File: config.mk
export PLATFORM = sky130hd
export DESIGN_NAME = zap_wb_mem_bridge
export DESIGN_NICKNAME = d
export VERILOG_FILES = /design/src/rtl/zap_wb_pkg.sv /design/src/rtl/zap_wb_mem_bridge_chk.sv /design/src/rtl/zap_wb_mem_bridge.sv
export SDC_FILE = /design/constraint.sdc
export NUM_CORES = 1
export LEC_CHECK = 0
export CAP_MARGIN = 40
export CELL_PAD_IN_SITES_DETAIL_PLACEMENT = 0
export CELL_PAD_IN_SITES_GLOBAL_PLACEMENT = 1
export CORE_MARGIN = 3
export CORE_UTILIZATION = 25
export DETAILED_ROUTE_END_ITERATION = 8
export PLACE_DENSITY = 0.85
export SETUP_SLACK_MARGIN = 0.1
export SLEW_MARGIN = 20
export SYNTH_ARGS = -nofsm -noshare
export SYNTH_HDL_FRONTEND = slang
export SYNTH_SLANG_ARGS = --single-unit
File: constraint.sdc
create_clock -name i_clk -period 1.75 [get_ports i_clk]
set_input_delay 0.35 -clock i_clk [delete_from_list [all_inputs] [get_ports i_clk]]
set_output_delay 0.35 -clock i_clk [all_outputs]
set_load 0.1 [all_outputs]
File: src/rtl/zap_wb_pkg.sv
// Shared Wishbone definitions for the ZAP bus fabric: cycle-type codes,
// memory bridge state encoding and the default poison word for dead reads.
package zap_wb_pkg;

    localparam logic [2:0] CTI_CLASSIC = 3'b000;
    localparam logic [2:0] CTI_INCR    = 3'b010;
    localparam logic [2:0] CTI_EOB     = 3'b111;

    localparam logic [31:0] TIMEOUT_DATA_DEFAULT = 32'hDEAD_DEAD;

    typedef enum logic [2:0] {
        BR_IDLE   = 3'd0,
        BR_REQ    = 3'd1,
        BR_RDWAIT = 3'd2,
        BR_ACK    = 3'd3,
        BR_DRAIN  = 3'd4
    } bridge_state_t;

endpackage

File: src/rtl/zap_wb_mem_bridge_chk.sv
// Simulation-only protocol checks for the Wishbone-to-memory bridge.
module zap_wb_mem_bridge_chk
    import zap_wb_pkg::*;
(
    input logic          i_clk,
    input logic          i_reset,
    input bridge_state_t state,
    input logic          mem_rvalid,
    input logic [2:0]    cti
);

    // Read data may only come back while a read is outstanding.
    a_rvalid_in_window: assert property (@(posedge i_clk) disable iff (i_reset)
        mem_rvalid |-> (state == BR_RDWAIT || state == BR_DRAIN));

    // The latched cycle type must be one the fabric actually generates.
    a_cti_legal: assert property (@(posedge i_clk) disable iff (i_reset)
        (state == BR_REQ) |-> (cti == CTI_CLASSIC || cti == CTI_INCR || cti == CTI_EOB));

endmodule

File: src/rtl/zap_wb_mem_bridge.sv
// Terminates the merged ZAP Wishbone bus: one memory transaction per beat,
// registered ack/read data, and a read timeout that drains the late response.
module zap_wb_mem_bridge
    import zap_wb_pkg::*;
#(
    parameter int          RD_TIMEOUT   = 255,
    parameter logic [31:0] TIMEOUT_DATA = TIMEOUT_DATA_DEFAULT
) (
    input  logic        i_clk,
    input  logic        i_reset,
    input  logic        i_wb_cyc,
    input  logic        i_wb_stb,
    input  logic        i_wb_wen,
    input  logic [3:0]  i_wb_sel,
    input  logic [31:0] i_wb_dat,
    input  logic [31:0] i_wb_adr,
    input  logic [2:0]  i_wb_cti,
    output logic        o_wb_ack,
    output logic [31:0] o_wb_dat,
    output logic        o_mem_req,
    output logic        o_mem_wen,
    output logic [29:0] o_mem_adr,
    output logic [3:0]  o_mem_be,
    output logic [31:0] o_mem_wdata,
    input  logic        i_mem_ready,
    input  logic        i_mem_rvalid,
    input  logic [31:0] i_mem_rdata,
    output logic        o_timeout
);

    localparam int               CNT_W    = $clog2(RD_TIMEOUT + 1);
    localparam logic [CNT_W-1:0] CNT_MAX  = CNT_W'(RD_TIMEOUT);
    localparam logic [CNT_W-1:0] CNT_LAST = CNT_W'(RD_TIMEOUT - 1);
    localparam logic [CNT_W-1:0] CNT_ONE  = CNT_W'(1);

    bridge_state_t    state_r, state_s;
    logic [CNT_W-1:0] cnt_r;
    logic             abort_r;
    logic             req_r, wen_r, ack_r, to_r;
    logic [3:0]       sel_r;
    logic [31:0]      wdat_r, rdat_r;
    logic [29:0]      adr_r;
    logic [2:0]       cti_r;

    logic accept_s, req_clr_s, cnt_clr_s, ack_set_s;
    logic dat_load_s, dat_to_s, to_set_s, abort_set_s, abort_now_s;
    logic unused_adr_s;

    assign unused_adr_s = ^i_wb_adr[1:0];

    // Next-state and per-cycle control decode.
    always_comb begin
        state_s     = state_r;
        accept_s    = 1'b0;
        req_clr_s   = 1'b0;
        cnt_clr_s   = 1'b0;
        ack_set_s   = 1'b0;
        dat_load_s  = 1'b0;
        dat_to_s    = 1'b0;
        to_set_s    = 1'b0;
        abort_set_s = 1'b0;
        abort_now_s = abort_r | ~i_wb_cyc;
        case (state_r)
            BR_IDLE: begin
                if (i_wb_cyc && i_wb_stb) begin
                    accept_s = 1'b1;
                    state_s  = BR_REQ;
                end else begin
                    state_s = BR_IDLE;
                end
            end
            BR_REQ: begin
                abort_set_s = ~i_wb_cyc;
                if (i_mem_ready) begin
                    req_clr_s = 1'b1;
                    if (wen_r) begin
                        ack_set_s = ~abort_now_s;
                        state_s   = abort_now_s ? BR_IDLE : BR_ACK;
                    end else begin
                        cnt_clr_s = 1'b1;
                        state_s   = BR_RDWAIT;
                    end
                end else begin
                    state_s = BR_REQ;
                end
            end
            BR_RDWAIT: begin
                abort_set_s = ~i_wb_cyc;
                // A response in the final wait cycle beats the timeout.
                if (i_mem_rvalid) begin
                    ack_set_s  = ~abort_now_s;
                    dat_load_s = ~abort_now_s;
                    state_s    = abort_now_s ? BR_IDLE : BR_ACK;
                end else if (cnt_r >= CNT_LAST) begin
                    to_set_s  = 1'b1;
                    ack_set_s = ~abort_now_s;
                    dat_to_s  = ~abort_now_s;
                    state_s   = BR_DRAIN;
                end else begin
                    state_s = BR_RDWAIT;
                end
            end
            BR_ACK: begin
                state_s = BR_IDLE;
            end
            BR_DRAIN: begin
                if (i_mem_rvalid) begin
                    state_s = BR_IDLE;
                end else begin
                    state_s = BR_DRAIN;
                end
            end
            default: begin
                state_s = BR_IDLE;
            end
        endcase
    end

    // FSM state register.
    always_ff @(posedge i_clk) begin
        if (i_reset) state_r <= BR_IDLE;
        else         state_r <= state_s;
    end

    // Request registers: captured once per beat and held until accepted.
    always_ff @(posedge i_clk) begin
        if (i_reset) begin
            req_r  <= 1'b0;
            wen_r  <= 1'b0;
            sel_r  <= 4'b0000;
            wdat_r <= 32'h0000_0000;
            adr_r  <= 30'h0000_0000;
            cti_r  <= 3'b000;
        end else if (accept_s) begin
            req_r  <= 1'b1;
            wen_r  <= i_wb_wen;
            sel_r  <= i_wb_sel;
            wdat_r <= i_wb_dat;
            adr_r  <= i_wb_adr[31:2];
            cti_r  <= i_wb_cti;
        end else if (req_clr_s) begin
            req_r <= 1'b0;
        end
    end

    // Read-wait counter, saturating at RD_TIMEOUT.
    always_ff @(posedge i_clk) begin
        if (i_reset)                                     cnt_r <= '0;
        else if (cnt_clr_s)                              cnt_r <= '0;
        else if (state_r == BR_RDWAIT && cnt_r != CNT_MAX) cnt_r <= cnt_r + CNT_ONE;
        else                                             cnt_r <= cnt_r;
    end

    // Abort flag: remembers that the master left while memory was busy.
    always_ff @(posedge i_clk) begin
        if (i_reset)                 abort_r <= 1'b0;
        else if (state_r == BR_IDLE) abort_r <= 1'b0;
        else if (abort_set_s)        abort_r <= 1'b1;
    end

    // Wishbone response registers.
    always_ff @(posedge i_clk) begin
        if (i_reset) begin
            ack_r  <= 1'b0;
            to_r   <= 1'b0;
            rdat_r <= 32'h0000_0000;
        end else begin
            ack_r <= ack_set_s;
            to_r  <= to_set_s;
            if (dat_load_s)    rdat_r <= i_mem_rdata;
            else if (dat_to_s) rdat_r <= TIMEOUT_DATA;
        end
    end

    assign o_wb_ack    = ack_r;
    assign o_wb_dat    = rdat_r;
    assign o_timeout   = to_r;
    assign o_mem_req   = req_r;
    assign o_mem_wen   = wen_r;
    assign o_mem_adr   = adr_r;
    assign o_mem_be    = sel_r;
    assign o_mem_wdata = wdat_r;

    zap_wb_mem_bridge_chk u_chk (
        .i_clk      (i_clk),
        .i_reset    (i_reset),
        .state      (state_r),
        .mem_rvalid (i_mem_rvalid),
        .cti        (cti_r)
    );

endmodule
---- Yosys cells after proc, flatten, opt, wreduce, memory -nomap -nowiden ----
Index checks and enable logic that the tools add are counted.
word-level totals
  register bits ........................... 114
  word-level logic and storage cells ...... 60
  output and inout port bits .............. 102
cells by class
  add/subtract/negate cells ............... 1
  multiplexer cells ....................... 30
  bitwise logic cells ..................... 4
  $lt $le $gt $ge ......................... 1
  eq/ne operators ......................... 4
  reductions and logical operators ........ 9
operator list
  kind                 number
  $mux 32              2
  $mux 1               20
  $mux 3               4
  $pmux 3 s4           1
  $add 8x1->8 const B  1
  $ge 8x8->1 const B   1
  $ne 8x8->1 const B   1
  $reduce_or 2->1      3
  $mux 2               2
  $reduce_bool 2->1    2
  $eq 3x1->1 const B   1
  $eq 3x2->1 const B   1
  $eq 3x3->1 const B   1
  $logic_not 3->1      1
  $not 1->1            3
  $reduce_or 3->1      1
  $logic_and 1x1->1    2
  $pmux 1 s2           1
  $or 1x1->1           1

---- Longest topological paths before layout ----
Gate-level depths: netlist of run 1.
  word-level depth ........................ 8
  mapped depth ............................ 8
  mapped depth without buffers ............ 6

---- Least setup slack after synthesis of run 1 ----
OpenSTA, ideal clock, no wires.
  path kind ............................... reg2reg
  start point ............................. reg wen_r, in the netlist o_mem_wen
  end point ............................... reg cnt_r[2]
  library setup time ...................... 0.058 ns
  cell stages (with the launch flop) ...... 6
  arrival ................................. 1.800 ns
  slack ................................... -0.108 ns
  cell sequence ........................... dfxtp_1 inv_1 a21o_1 clkbuf_1 a211oi_1 a31o_2
on the way
  longest elaborated chain between the ends .. 4
RTL lines
  item                       RTL line                  text
  start: declaration         zap_wb_mem_bridge.sv:39   logic req_r, wen_r, ack_r, to_r;
  start signal: assignment   zap_wb_mem_bridge.sv:136  wen_r <= i_wb_wen;
  $mux 1                     zap_wb_mem_bridge.sv:76   if (wen_r) begin
  $mux 1                     zap_wb_mem_bridge.sv:74   if (i_mem_ready) begin
  $mux 1                     zap_wb_mem_bridge.sv:63   case (state_r)
  $reduce_or 2->1 (no line)  --
  end signal: assignment     zap_wb_mem_bridge.sv:150  else if (state_r == BR_RDWAIT && cnt_r != CNT_MAX) cnt_r <= cnt_r + CNT_ONE;
  end signal: assignment     zap_wb_mem_bridge.sv:151  else cnt_r <= cnt_r;
  end: declaration           zap_wb_mem_bridge.sv:37   logic [CNT_W-1:0] cnt_r;
Every way passes these cells.
A chain may end at the register's enable or synchronous reset.

---- Worst setup path in the final report of run 1 ----
  start point ............................. reg state_r[0]
  end point ............................... reg rdat_r[2], in the netlist o_wb_dat[2]
on the way
  longest elaborated chain between the ends .. 3
  elaborated cells between the ends (all ways) .. 5
RTL lines
  item                                          RTL line                  text
  start: declaration                            zap_wb_mem_bridge.sv:36   bridge_state_t state_r, state_s;
  start signal: assignment                      zap_wb_mem_bridge.sv:122  else state_r <= state_s;
  $eq 3x2->1 *                                  zap_wb_mem_bridge.sv:63
  $mux 1                                        zap_wb_mem_bridge.sv:63
  $mux 32 or $reduce_bool 2->1 (tied branches)  --
  end signal: assignment                        zap_wb_mem_bridge.sv:170  if (dat_load_s) rdat_r <= i_mem_rdata;
  end: declaration                              zap_wb_mem_bridge.sv:41   logic [31:0] wdat_r, rdat_r;
Every way passes the cells marked *; elsewhere a longest branch is shown, timed or not.

==> flow_metrics.py, run 1 <==
metrics = {
    "run_status": {
        "outcome": "completed",
    },
    "floorplanning": {
        "dieArea_um2": 18500,
        "ios": 212,
        "rows": 46,
        "core_um2": 16200,
        "start_util": 0.260,
        "fp.dieH_um": 136,
        "die_x_um": 136,
    },
    "yosys": {
        "syn_avg_cell_area_um2": 8.69,
        "synth_cells": 486,
        "synth_nets": 598,
        "netlist_area_um2": 4220,
        "ys_seq_area_frac": 0.540,
        "synth-seq-cells": 114,
        "ys_warn_count": 0,
        "synthDistinctLibCells": 38,
    },
    "worst_setup_path": {
        "cp-start-kind": "register",
        "cp_max_fo": 11,
        "required_ns": 2.10,
        "critical_path.endpoint_type": "register",
        "critPathArrivalTime_ns": 1.95,
        "path_class": "register to register",
    },
    "pwr": {
        "ir_drop_mv": 0.646,
        "powerDensity_nw_per_um2": 986,
        "p_leak_nw": 3.16,
    },
    "route": {
        "drt-pass1-iter-count": 4,
        "drt_iter0_drc": 138,
        "vias": 4209,
        "post_drt_wl_per_cell_um": 14.6,
        "drcViolationCount": 0,
        "ant_nets": 0,
        "wl_um": 13700,
        "viasPerCell": 4.51,
    },
    "timing": {
        "tightest_slew_ns": 0.632,
        "relSlewSlack": 0.578,
        "slew_violations": 0,
        "worst_slack_ns": 0.148,
        "finClkSkew_ns": 0.00483,
        "fin_crit_sh": 0.916,
        "whs_ns": 0.270,
        "final.min_clock_period_ns": 1.60,
        "setup_viol": 0,
        "hold_viol": 0,
        "fmax_ghz": 0.624,
        "grt_setup_unrepaired": "true",
    },
    "cells_and_area": {
        "drive_above_1_share": 0.286,
        "design_area_um2": 8400,
        "antenna-diode-count": 0,
        "fin_nets": 816,
        "areaGrowthSynthToFinish_pct": 98.8,
    },
    "place": {
        "dpl.hpwl_um": 9790,
        "dpl-instance-area_um2": 7650,
        "place_congestion": 0.728,
        "post-place-ws_ns": -0.110,
        "port_buffers": 206,
    },
    "global_routing": {
        "grt_pass1_wl_um": 21700,
        "grt_max_degree": 63,
        "grt_pass1_vias": 4223,
        "grt-ovfl-total": 0,
        "antenna_found_initial": 1,
        "grtUsageTotal": 0.150,
    },
    "clock_network": {
        "cts_inserted_buffers": 17,
        "clockBufferDepth": 2,
        "cts_tree": "done",
        "cts_root_buffer": "clkbuf_16",
        "clock_latency_ns": 0.41,
        "clk_pin_slew_worst_paths_ns": 0.05,
        "clkSinkCount": 114,
        "h-tree-depth": 4,
    },
    "min_path": {
        "min_path_type": "primary input to register",
    },
    "flow_run": {
        "cap_viol_max_count": 0,
    },
}
-- sequential cells by signal, indices dropped and copies added, names as in the netlist --
name,flops
o_mem_be,4
o_mem_wdata,32
o_wb_ack,1
abort_r,1
o_mem_adr,30
o_timeout,1
cnt_r,8
o_mem_wen,1
o_wb_dat,32
o_mem_req,1
state_r,3
-- worst paths after layout --
check                           slack, ns  cells past startpoint            from             end
worst max register to register       0.15                      4      state_r[0]     o_wb_dat[2]
worst min register to register       0.49                      2  o_mem_wdata[9]  o_mem_wdata[9]
worst min-delay path                 0.27                      2         i_reset      state_r[2]
worst max-delay path                 0.15                      4      state_r[0]     o_wb_dat[2]
-- per-layer routing --
metal / routed length (um) / GRT usage
met5: 13 / 0
met4: 242 / 0.0538
met3: 1510 / 0.0829
met2: 6490 / 0.248
met1: 5410 / 0.162
-- placed cells by master, fill, tap and decap left out, drive strengths merged, types with 3 or more instances in the layout --
cell type	count
bufinv	5
buf	132
a21oi	83
a211oi	5
nand3	3
clkbuf	23
nand2	149
xnor2	4
dfxtp	114
nor3	6
o21ai	13
nor2	15
nand2b	3
inv	7
nand4	3
a2111oi	3
o221a	22
clkdlybuf4s50	103
clkinv	4
-- stage by stage --
step                      std cells  TNS (ns)   util  total power [mW]
after floorplan                 486         0      -              3.66
final                           933         0  0.517              8.28
after CTS                       933         0  0.515              8.40
after global placement          898     -3.04  0.472              4.40
after detailed placement        898     -3.58  0.472              4.41
after global routing            933         0  0.517              8.60
-- timing repair --
| item | 4_1_cts | 5_1_grt |
|---|---|---|
| hold buffers | 0 | 0 |
| endpoints found under the setup margin | 61 | 105 |
| pin swaps | 3 | 2 |
| setup buffers | 2 | 0 |
| cloned | 1 | 0 |
| resized for setup | 2 | 12 |
-- synth_stat cells (all sizes together) --
cell,n,area share
a2111oi,3,0.011
a211oi,5,0.0089
a21o,1,0.0018
a21oi,83,0.098
a311oi,2,0.0041
a31o,2,0.0041
and2,1,0.0015
and3,2,0.0030
and4,1,0.0021
and4bb,1,0.0030
buf,12,0.021
clkbuf,24,0.022
dfxtp,114,0.54
dlygate4sd3,1,0.0024
ha,2,0.0059
inv,7,0.0062
nand2,149,0.13
nand2b,3,0.0044
nand3,3,0.0036
nand3b,1,0.0018
nand4,3,0.0044
nor2,14,0.016
nor2b,1,0.0015
nor3,6,0.0071
nor4,2,0.0030
o21ai,13,0.015
o221a,22,0.059
o31a,1,0.0024
or2,1,0.0021
or3,1,0.0015
or3b,1,0.0021
xnor2,4,0.0083
-- power breakdown --
| part | internal [mW] | switching [mW] |
|---|---|---|
| Sequential | 2.69 | 0.0955 |
| Combinational | 0.652 | 0.917 |
| Clock | 2.71 | 1.21 |
| Total | 6.06 | 2.22 |
-- worst max-delay path, cell delays in order (launching register included) --
cell,delay (ns)
dfxtp_2,0.35
or3b_4,0.41
or2_4,0.32
nor2_8,0.22
o221a_1,0.23
-- logic make-up after synthesis --
family	count (synthesis)	synth area share
AO/OA/AOI/OAI	132	0.204
XOR/XNOR	4	0.00829
adder cells (fa/ha/maj)	2	0.00592
buffers and inverters	44	0.0515
flip-flops	114	0.540
AND/OR/NAND/NOR	190	0.190
-- cell type report --
| type | instances | area, um2 |
|---|---|---|
| Sequential cell | 114 | 2290 |
| Clock inverter | 9 | 174 |
| Multi-Input combinational cell | 329 | 1780 |
| Timing Repair Buffer | 235 | 3360 |
| Tap cell | 216 | 270 |
| Inverter | 7 | 26.3 |
| Clock buffer | 23 | 498 |
| Fill cell | 1431 | 7840 |
No activity file was read; power rests on OpenSTA's default activity.
==> inputs of run 2 (changes only) <==
Settings changed: GPL_TIMING_DRIVEN set to 0, SYNTH_HIERARCHICAL set to 1.
==> flow_metrics.py, run 2 <==
metrics = {
    "run_status": {
        "outcome": "complete, but fails checks",
        "violations": "negative setup slack",
    },
    "timing": {
        "slew_violations": 0,
        "worst_slack_ns": -0.0252,
        "hold_viol": 0,
        "relSlewSlack": 0.510,
        "fmax_ghz": 0.563,
        "grt_setup_unrepaired": "true",
        "final.min_clock_period_ns": 1.78,
        "fin_crit_sh": 1.01,
        "tightest_slew_ns": 0.735,
        "setup_viol": 13,
        "finClkSkew_ns": 0.00619,
    },
    "yosys": {
        "synthDistinctLibCells": 38,
        "synth_edf_count": 0,
        "synth_commonest_cells": "nand2_1, dfxtp_1, a21oi_1",
        "synth_cells": 486,
        "synth_nets": 598,
        "synth_top_area_share": 0.540,
        "synth_most_common_cell": "nand2_1",
        "ys_async_sr_fraction": 0,
        "yosysTopAreaCell": "dfxtp_1",
        "ys_warn_count": 6,
        "netlist_top_cells_area": "dfxtp_1, nand2_1, a21oi_1, o221a_2, clkbuf_1",
        "ys_seq_area_frac": 0.540,
        "netlist_area_um2": 4220,
        "synth-seq-cells": 114,
        "syn_avg_cell_area_um2": 8.69,
        "synth_flop_cell": "dfxtp_1",
    },
    "place": {
        "dpl.hpwl_um": 11900,
        "port_buffers": 206,
        "place_inst": 1010,
        "post-place-ws_ns": -0.542,
        "place_congestion": 0.736,
    },
    "route": {
        "viasPerCell": 4.63,
        "vias": 4779,
        "drt_iter0_drc": 102,
        "wl_um": 18200,
        "ant_nets": 0,
        "drcViolationCount": 0,
        "drt-pass1-iter-count": 4,
        "post_drt_wl_per_cell_um": 17.6,
    },
    "clock_network": {
        "cts_root_buffer": "clkbuf_16",
        "cts_tree": "done",
        "clkSinkCount": 114,
        "clock_latency_ns": 0.41,
        "clk_pin_slew_worst_paths_ns": 0.05,
        "clockBufferDepth": 2,
        "cts_inserted_buffers": 17,
        "h-tree-depth": 4,
    },
    "cells_and_area": {
        "layout_common_cells": "nand2_1, dfxtp_1, clkdlybuf4s50_1",
        "final_common_cell": "nand2_1",
        "areaGrowthSynthToFinish_pct": 141,
        "fin_nets": 916,
        "antenna-diode-count": 0,
        "drive_above_1_share": 0.379,
        "stdcell_count": 1033,
    },
    "global_routing": {
        "grtUsageTotal": 0.183,
        "grt_pass1_vias": 4996,
        "antenna_found_initial": 1,
        "grt_max_degree": 17,
        "grt_pass1_wl_um": 26200,
        "grt-ovfl-total": 0,
    },
    "worst_setup_path": {
        "cp-start-kind": "register",
        "cp_max_fo": 9,
        "required_ns": 2.10,
        "critical_path.endpoint_type": "register",
        "critPathArrivalTime_ns": 2.12,
        "path_class": "register to register",
    },
    "floorplanning": {
        "ios": 212,
        "core_um2": 16200,
        "dieArea_um2": 18500,
        "fp.dieH_um": 136,
        "start_util": 0.260,
        "die_x_um": 136,
        "rows": 46,
    },
    "pwr": {
        "powerDensity_nw_per_um2": 817,
        "p_total_mw": 8.31,
        "ir_drop_mv": 0.680,
        "p_leak_nw": 4.25,
    },
    "flow_run": {
        "cap_viol_max_count": 0,
    },
    "min_path": {
        "min_path_type": "register to register",
    },
}
-- run 2: path summary, 6_finish.rpt --
| path | from | cells after the start | endpoint | slack, ns |
|---|---|---|---|---|
| worst min-delay path | o_mem_adr[11] | 2 | o_mem_adr[11] | 0.45 |
| worst max register to register | state_r[2] | 6 | o_wb_dat[18] | -0.03 |
| worst min register to register | o_mem_adr[11] | 2 | o_mem_adr[11] | 0.45 |
| worst max-delay path | state_r[2] | 6 | o_wb_dat[18] | -0.03 |
-- run 2: cell type report --
cell class | count | area (um2)
Fill cell | 1204 | 6060
Timing Repair Buffer | 300 | 4280
Multi-Input combinational cell | 328 | 2350
Sequential cell | 114 | 2290
Clock buffer | 24 | 522
Buffer | 36 | 345
Tap cell | 216 | 270
Clock inverter | 8 | 97.6
Inverter | 7 | 26.3
-- run 2: cells by family after synthesis --
logic type                 Yosys count  share of synthesized area
AOI/OAI and AO/OA                  132                      0.204
xor gates and xnor gates             4                    0.00829
adders and majority gates            2                    0.00592
buffers and inverters               44                     0.0515
DFF                                114                      0.540
and+or+nand+nor                    190                      0.190
-- run 2: where the power goes --
part           leakage (nW)  switching (mW)  internal [mW]
registers             0.928          0.0785           2.69
clock network         0.300            1.22           2.35
logic                  3.02            1.10          0.861
total                  4.25            2.40           5.91
-- run 2: per-layer routing --
metal,GRT usage,part of all wire
met4,0.0672,0.025
met5,0,0.00060
met2,0.325,0.53
met1,0.197,0.38
met3,0.0696,0.067
-- run 2: critical path, cell delays in order (launching register included) --
cell and delay [ns]:
dfxtp_2 0.38, or3b_4 0.41, buf_6 0.14, or2_4 0.27
nor2_8 0.16, buf_6 0.16, o221a_2 0.20
-- run 2: stage by stage --
step,utilization,hold WS (ns),instance area (um2),TNS [ns]
2_1_floorplan,-,0.427,4240,0
3_3_place_gp,0.405,0.440,6570,-39.11
3_5_place_dp,0.529,0.446,8590,-33.77
4_1_cts,0.585,0.451,9490,-0.0916
5_1_grt,0.627,0.467,10200,-1.54
6_report,0.627,0.449,10200,-0.124
-- run 2: what timing repair did --
action	in CTS	in global routing
setup endpoints to repair	197	118
setup buffers	7	10
cloned	3	4
gates resized for setup	211	155
pin swaps	19	71
hold buffers	0	0
hold endpoints to repair	0	0
